### config.mk
export PLATFORM = sky130hd
export DESIGN_NAME = instr_prefetch_master
export DESIGN_NICKNAME = d
export VERILOG_FILES = /design/src/rtl/riscv_mcu_config_pkg.sv /design/src/rtl/prefetch_fifo.sv /design/src/rtl/instr_prefetch_master.sv
export SDC_FILE = /design/constraint.sdc
export NUM_CORES = 1
export LEC_CHECK = 0
export ABC_AREA = 1
export ABC_CLOCK_PERIOD_IN_PS = 1820
export BUFFER_PORTS_ARGS = -buffer_cell sky130_fd_sc_hd__buf_2
export CORE_MARGIN = 1
export CORE_UTILIZATION = 53
export DETAILED_ROUTE_END_ITERATION = 12
export PLACE_DENSITY = 0.76
export SETUP_SLACK_MARGIN = 0.5
export SLEW_MARGIN = 10
export SYNTH_ARGS = -nofsm -noshare
export SYNTH_HDL_FRONTEND = slang
export SYNTH_SLANG_ARGS = --single-unit
### constraint.sdc
create_clock -name clk -period 1.82 [get_ports clk]
set_input_delay 0.273 -clock clk [delete_from_list [all_inputs] [get_ports clk]]
set_output_delay 0.273 -clock clk [all_outputs]
set_load 0.005 [all_outputs]
### src/rtl/riscv_mcu_config_pkg.sv
// Shared MCU configuration: boot vector, prefetch depth and fetch FSM states.
package riscv_mcu_config_pkg;

  localparam int unsigned CFG_FIFO_DEPTH = 4;
  localparam logic [15:0] CFG_BOOT_ADDR  = 16'h8000;

  typedef enum logic {
    IDLE = 1'b0,
    RUN  = 1'b1
  } fetch_state_e;

endpackage

### src/rtl/prefetch_fifo.sv
// Prefetch buffer holding {pc, instr} entries; flush empties it in one cycle.
module prefetch_fifo #(
  parameter int unsigned WIDTH = 48,
  parameter int unsigned DEPTH = 4
) (
  input  logic                         clk,
  input  logic                         rst_n,
  input  logic                         push,
  input  logic                         pop,
  input  logic                         flush,
  input  logic [WIDTH-1:0]             wdata,
  output logic [WIDTH-1:0]             rdata,
  output logic                         full,
  output logic                         empty,
  output logic [$clog2(DEPTH+1)-1:0]   count
);

  localparam int unsigned PTR_W = $clog2(DEPTH);
  localparam int unsigned CNT_W = $clog2(DEPTH + 1);

  logic [WIDTH-1:0] mem [DEPTH];
  logic [PTR_W-1:0] rd_ptr;
  logic [PTR_W-1:0] wr_ptr;
  logic             do_pop;

  assign full   = (count == CNT_W'(DEPTH));
  assign empty  = (count == '0);
  assign do_pop = pop & ~empty;
  assign rdata  = mem[rd_ptr];

  // Pointers wrap naturally because DEPTH is a power of two.
  always_ff @(posedge clk or negedge rst_n) begin
    if (!rst_n) begin
      rd_ptr <= '0;
      wr_ptr <= '0;
      count  <= '0;
      mem    <= '{default: '0};
    end else if (flush) begin
      rd_ptr <= '0;
      wr_ptr <= '0;
      count  <= '0;
    end else begin
      if (push) begin
        mem[wr_ptr] <= wdata;
        wr_ptr      <= wr_ptr + 1'b1;
      end
      if (do_pop) begin
        rd_ptr <= rd_ptr + 1'b1;
      end
      if (push != do_pop) begin
        count <= push ? count + 1'b1 : count - 1'b1;
      end
    end
  end

endmodule

### src/rtl/instr_prefetch_master.sv
// Instruction prefetcher: streams sequential words from memory into a small
// buffer, with single-cycle branch redirect and credit-style request throttling.
module instr_prefetch_master
  import riscv_mcu_config_pkg::*;
#(
  parameter int unsigned           ADDR_WIDTH = 16,
  parameter int unsigned           DATA_WIDTH = 32,
  parameter int unsigned           FIFO_DEPTH = CFG_FIFO_DEPTH,
  parameter logic [ADDR_WIDTH-1:0] BOOT_ADDR  = ADDR_WIDTH'(CFG_BOOT_ADDR)
) (
  input  logic                    clk,
  input  logic                    rst_n,
  input  logic                    fetch_enable_i,
  input  logic                    branch_i,
  input  logic [ADDR_WIDTH-1:0]   branch_addr_i,
  input  logic                    ready_i,
  output logic                    valid_o,
  output logic [DATA_WIDTH-1:0]   instr_o,
  output logic [ADDR_WIDTH-1:0]   pc_o,
  output logic                    mem_en_o,
  output logic [ADDR_WIDTH-1:0]   mem_addr_o,
  output logic                    mem_we_o,
  output logic [DATA_WIDTH/8-1:0] mem_be_o,
  input  logic [DATA_WIDTH-1:0]   mem_rdata_i
);

  localparam int unsigned CNT_W   = $clog2(FIFO_DEPTH + 1);
  localparam int unsigned CMP_W   = CNT_W + 1;
  localparam int unsigned ENTRY_W = ADDR_WIDTH + DATA_WIDTH;

  fetch_state_e          state;
  logic [ADDR_WIDTH-1:0] fetch_addr;
  logic [ADDR_WIDTH-1:0] pend_pc;
  logic                  pending;
  logic [ADDR_WIDTH-1:0] target_c;
  logic                  pop_c;
  logic                  push_c;
  logic                  fifo_full;
  logic                  fifo_empty;
  logic [CNT_W-1:0]      count;
  logic [ENTRY_W-1:0]    head;

  assign target_c = branch_addr_i & ~ADDR_WIDTH'(3);
  assign valid_o  = ~fifo_empty;
  assign pop_c    = valid_o & ready_i & ~branch_i;
  assign push_c   = pending & ~branch_i & (~fifo_full | pop_c);
  assign {pc_o, instr_o} = head;
  assign mem_we_o = 1'b0;
  assign mem_be_o = '1;

  // Request only while buffer space remains after counting the in-flight word.
  always_comb begin
    mem_en_o   = 1'b0;
    mem_addr_o = fetch_addr;
    if (state == RUN) begin
      if (branch_i) begin
        mem_en_o   = 1'b1;
        mem_addr_o = target_c;
      end else begin
        mem_en_o = (CMP_W'(count) + CMP_W'(pending)) < (CMP_W'(FIFO_DEPTH) + CMP_W'(pop_c));
      end
    end
  end

  always_ff @(posedge clk or negedge rst_n) begin
    if (!rst_n) begin
      state      <= IDLE;
      fetch_addr <= BOOT_ADDR;
      pending    <= 1'b0;
      pend_pc    <= '0;
    end else begin
      state   <= fetch_enable_i ? RUN : IDLE;
      pending <= mem_en_o;
      if (mem_en_o) begin
        pend_pc    <= mem_addr_o;
        fetch_addr <= mem_addr_o + ADDR_WIDTH'(4);
      end else if (branch_i) begin
        fetch_addr <= target_c;
      end
    end
  end

  prefetch_fifo #(
    .WIDTH (ENTRY_W),
    .DEPTH (FIFO_DEPTH)
  ) u_fifo (
    .clk   (clk),
    .rst_n (rst_n),
    .push  (push_c),
    .pop   (pop_c),
    .flush (branch_i),
    .wdata ({pend_pc, mem_rdata_i}),
    .rdata (head),
    .full  (fifo_full),
    .empty (fifo_empty),
    .count (count)
  );

endmodule

==> impl_results.md <==
* Outcome: complete, but fails checks
* Failing checks: negative setup slack
* Peak fanout along the critical path at 8
* Startpoint types: flop
* DR DRC count at 0
* Reg-to-reg setup timing slack at -0.14 ns
* Routed WL at 34000 um
* Area of the multi-input gates at 5700 um^2
* Met1 usage at 37.1%
* Max-cap viol count at 0
* Fin cells at 1513
* Root buffer cell: clkbuf_16
* Area Overhead vs Synth at 39.8%
* Number of global-route vias before repair at 9059
* ANT nets after route at 0
* Antenna diodes at 0
* Post-Syn Instances at 1020
* Mapped Avg Cell Area at 10.7 um^2
* Yosys top cell area share at 53.1%
* Synth top cells by count: 232 x dfrtp_1, 188 x mux2_2, 121 x nor2_1
* Clock latency on the worst-skew pair at between 0.5 and 0.6 ns
* Mapped Area at 10900 um^2
* CP Class: flop to primary output
* CP Data Required Time at 1.55 ns
* Met2 Use GR at 47.4%
* Crit end category: primary output
* Count leader, synth: dfrtp_1
* Initial Utilization at 54.1%
* TritonRoute pass-1 iters at 6
* Fmax at around 460 MHz
* Final Critical Period at 2.17 ns
* Worst Skew at 0.00827 ns
* Endpoints failing setup at 89
* Number of vias per cell at 5.97
* Clk buf depth at 3
* Filler cells at 1182
* Register Area at 5840 um^2
* Total CTS buffers at 25
* Starting DRC count in detailed routing at 565
* CTS tree: built
* CP arrival at between 1.5 and 2 ns
* Worst setup margin at -0.353 ns
* IO Pins at roughly 120
* RSZ-0062 raised after global routing: yes
* Number of synthesized flops with an enable pin at 0
* Commonest register cell after synthesis: dfrtp_1
* Yosys cell types at 37
* Worst-path clk slew at 0.06 ns
* Total global routing overflow at 0
* Initial antenna violation count at 0
* Clock sinks at 233
* Share of layout cells above drive strength 1 at 54.5%
* Synth area leader: dfrtp_1
* Gr busiest metal: met2
* Leak at 6.97 nW
* Total track usage at between 20% and 30%
* H-tree Lvls at 1
* Synthesis warning total at 0
* Seq/Total Area, Yosys at a little over half
* Worst vdd ir at 0.878 mV
* Fin Hold WS at approximately 0.027 ns
* Total Nets Final at about 1300
* RePlAce Congestion at 0.829
* I/O Buffers at roughly 120
* Die W at between 100 and 150 um
* Via Count at 9040
* Die Ht at approximately 150 um
* Detailed Place HPWL at 15700 um
* Met3 Use GR at around 4.3%
* Avg WL per Cell at 22.4 um
* Post-synth ARST share at 100%
* Top cells by area, synth: dfrtp_1 53%, mux2_2 19%, o21ai_0 4.8%
* Num rows at 52
* Max Slew Vio Count at 0
* Die ar. at 21200 um^2
* Seq cells post-synth at about 230
* Final hold violation count at 0
* PwrDens at 1640 nW/um^2
* Hold Path Class: primary input to flop
* Placed Cells incl. Taps at 1388
* Final Cycle Share at 119%
* Core ar. at a little over 20000 um^2
* Largest net degree at the start of global routing at 66
* First-pass GRT wire length at 47700 um
metal layers:
| layer | part of all wire, % | routed length, um | vias to the layer above |
|---|---|---|---|
| met2 | 52 | 17700 | 368 |
| met3 | 5.6 | 1890 | 81 |
| li1 | - | - | 3927 |
| met4 | 3.0 | 1010 | 0 |
| met5 | 0 | 0 | - |
| met1 | 39 | 13400 | 4664 |
worst paths after layout:
| kind | startpoint | end | cells after the start |
|---|---|---|---|
| setup / recovery | u_fifo.rd_ptr[0]$_DFFE_PN0P_ | pc_o[11] | 5 |
| hold / removal | mem_rdata_i[2] | u_fifo.mem[2]$_DFFE_PN0P_ | 2 |
| min in group asynchronous | rst_n | u_fifo.mem[8]$_DFFE_PN0P_ | 2 |
| max in group asynchronous | rst_n | u_fifo.mem[165]$_DFFE_PN0P_ | 3 |
| setup reg to reg | u_fifo.count[0]$_DFFE_PN0P_ | pend_pc[14]$_DFFE_PN0P_ | 12 |
| hold reg to reg | u_fifo.mem[2]$_DFFE_PN0P_ | u_fifo.mem[2]$_DFFE_PN0P_ | 1 |
power breakdown:
group          internal [mW]  switching (mW)
Combinational           5.47            4.94
Sequential              7.49            1.94
Clock                   3.19            2.11
Total                   16.2            8.99
cell families after synthesis:
kind of cell | share of synthesized area [%]
simple gates | 11.5
fa+ha+maj | 0.984
mux | 20.4
other cells | 0.0687
xor+xnor | 0.400
buf+inv | 4.85
flops | 53.3
compound gates | 8.51
flip-flops by register name (all words and copies together), names as in the netlist:
signal	flops
u_fifo.wr_ptr	2
u_fifo.rd_ptr	2
state	1
u_fifo.count	3
pend_pc	16
u_fifo.mem	192
fetch_addr	16
pending	1
what timing repair did:
item / in CTS / in global routing
gates cloned: 11 / 10
hold buffers: 2 / 0
gates resized for setup: 198 / 210
hold endpoints to repair: 38 / 0
pin swaps: 37 / 82
setup buffers: 41 / 16
endpoints found under the setup margin: 294 / 296
area by class of cell:
type | instances | area share (%)
clock inverters | 10 | 0.851
repair buffers | 245 | 15.9
inverters | 30 | 0.900
flip-flops and latches | 233 | 38.2
multi-input cells | 690 | 37.3
clock buffers | 35 | 4.73
well taps | 270 | 2.21
layout by cell type (no fill, tap or decap), drive strengths merged:
master       netlist  final
buf               41    234
dfrtp            232    232
mux2             192    192
nand2            128    128
nor2             126    126
o21ai            112    112
o22ai             48     48
clkbuf            29     44
nand3             41     41
inv               29     29
a21oi              8      8
mux2i              7      7
ha                 7      7
clkinv             1      6
conb               2      5
nand4              4      4
bufinv             0      3
xor2               3      3
nand3b             2      2
xnor2              2      2
clkinvlp           0      2
dlygate4sd3        0      2
or2                1      1
o21a               1      1
nor3               1      1
o211ai             1      1
fa                 1      1
dfstp              1      1
per-stage QoR:
stage	area (um^2)	setup WS (ns)	power [mW]	utilization (%)	setup TNS [ns]
after floorplan	11100	0.160	13.3	-	0
after global placement	12100	0.0567	15.5	59.7	0
after detailed placement	12100	0.0409	15.9	59.7	0
after CTS	14200	-0.301	22.8	70.0	-10.48
after global routing	15300	-0.389	26.3	75.6	-21.55
final	15300	-0.353	25.1	75.6	-16.04
worst max-delay path, cell delays in order (launching register included):
cell      delay (ns)
dfrtp_2         0.50
clkinv_8        0.15
buf_4           0.19
o21ai_0         0.29
o22ai_2         0.11
buf_2           0.16
No activity file was read; power rests on OpenSTA's default activity.
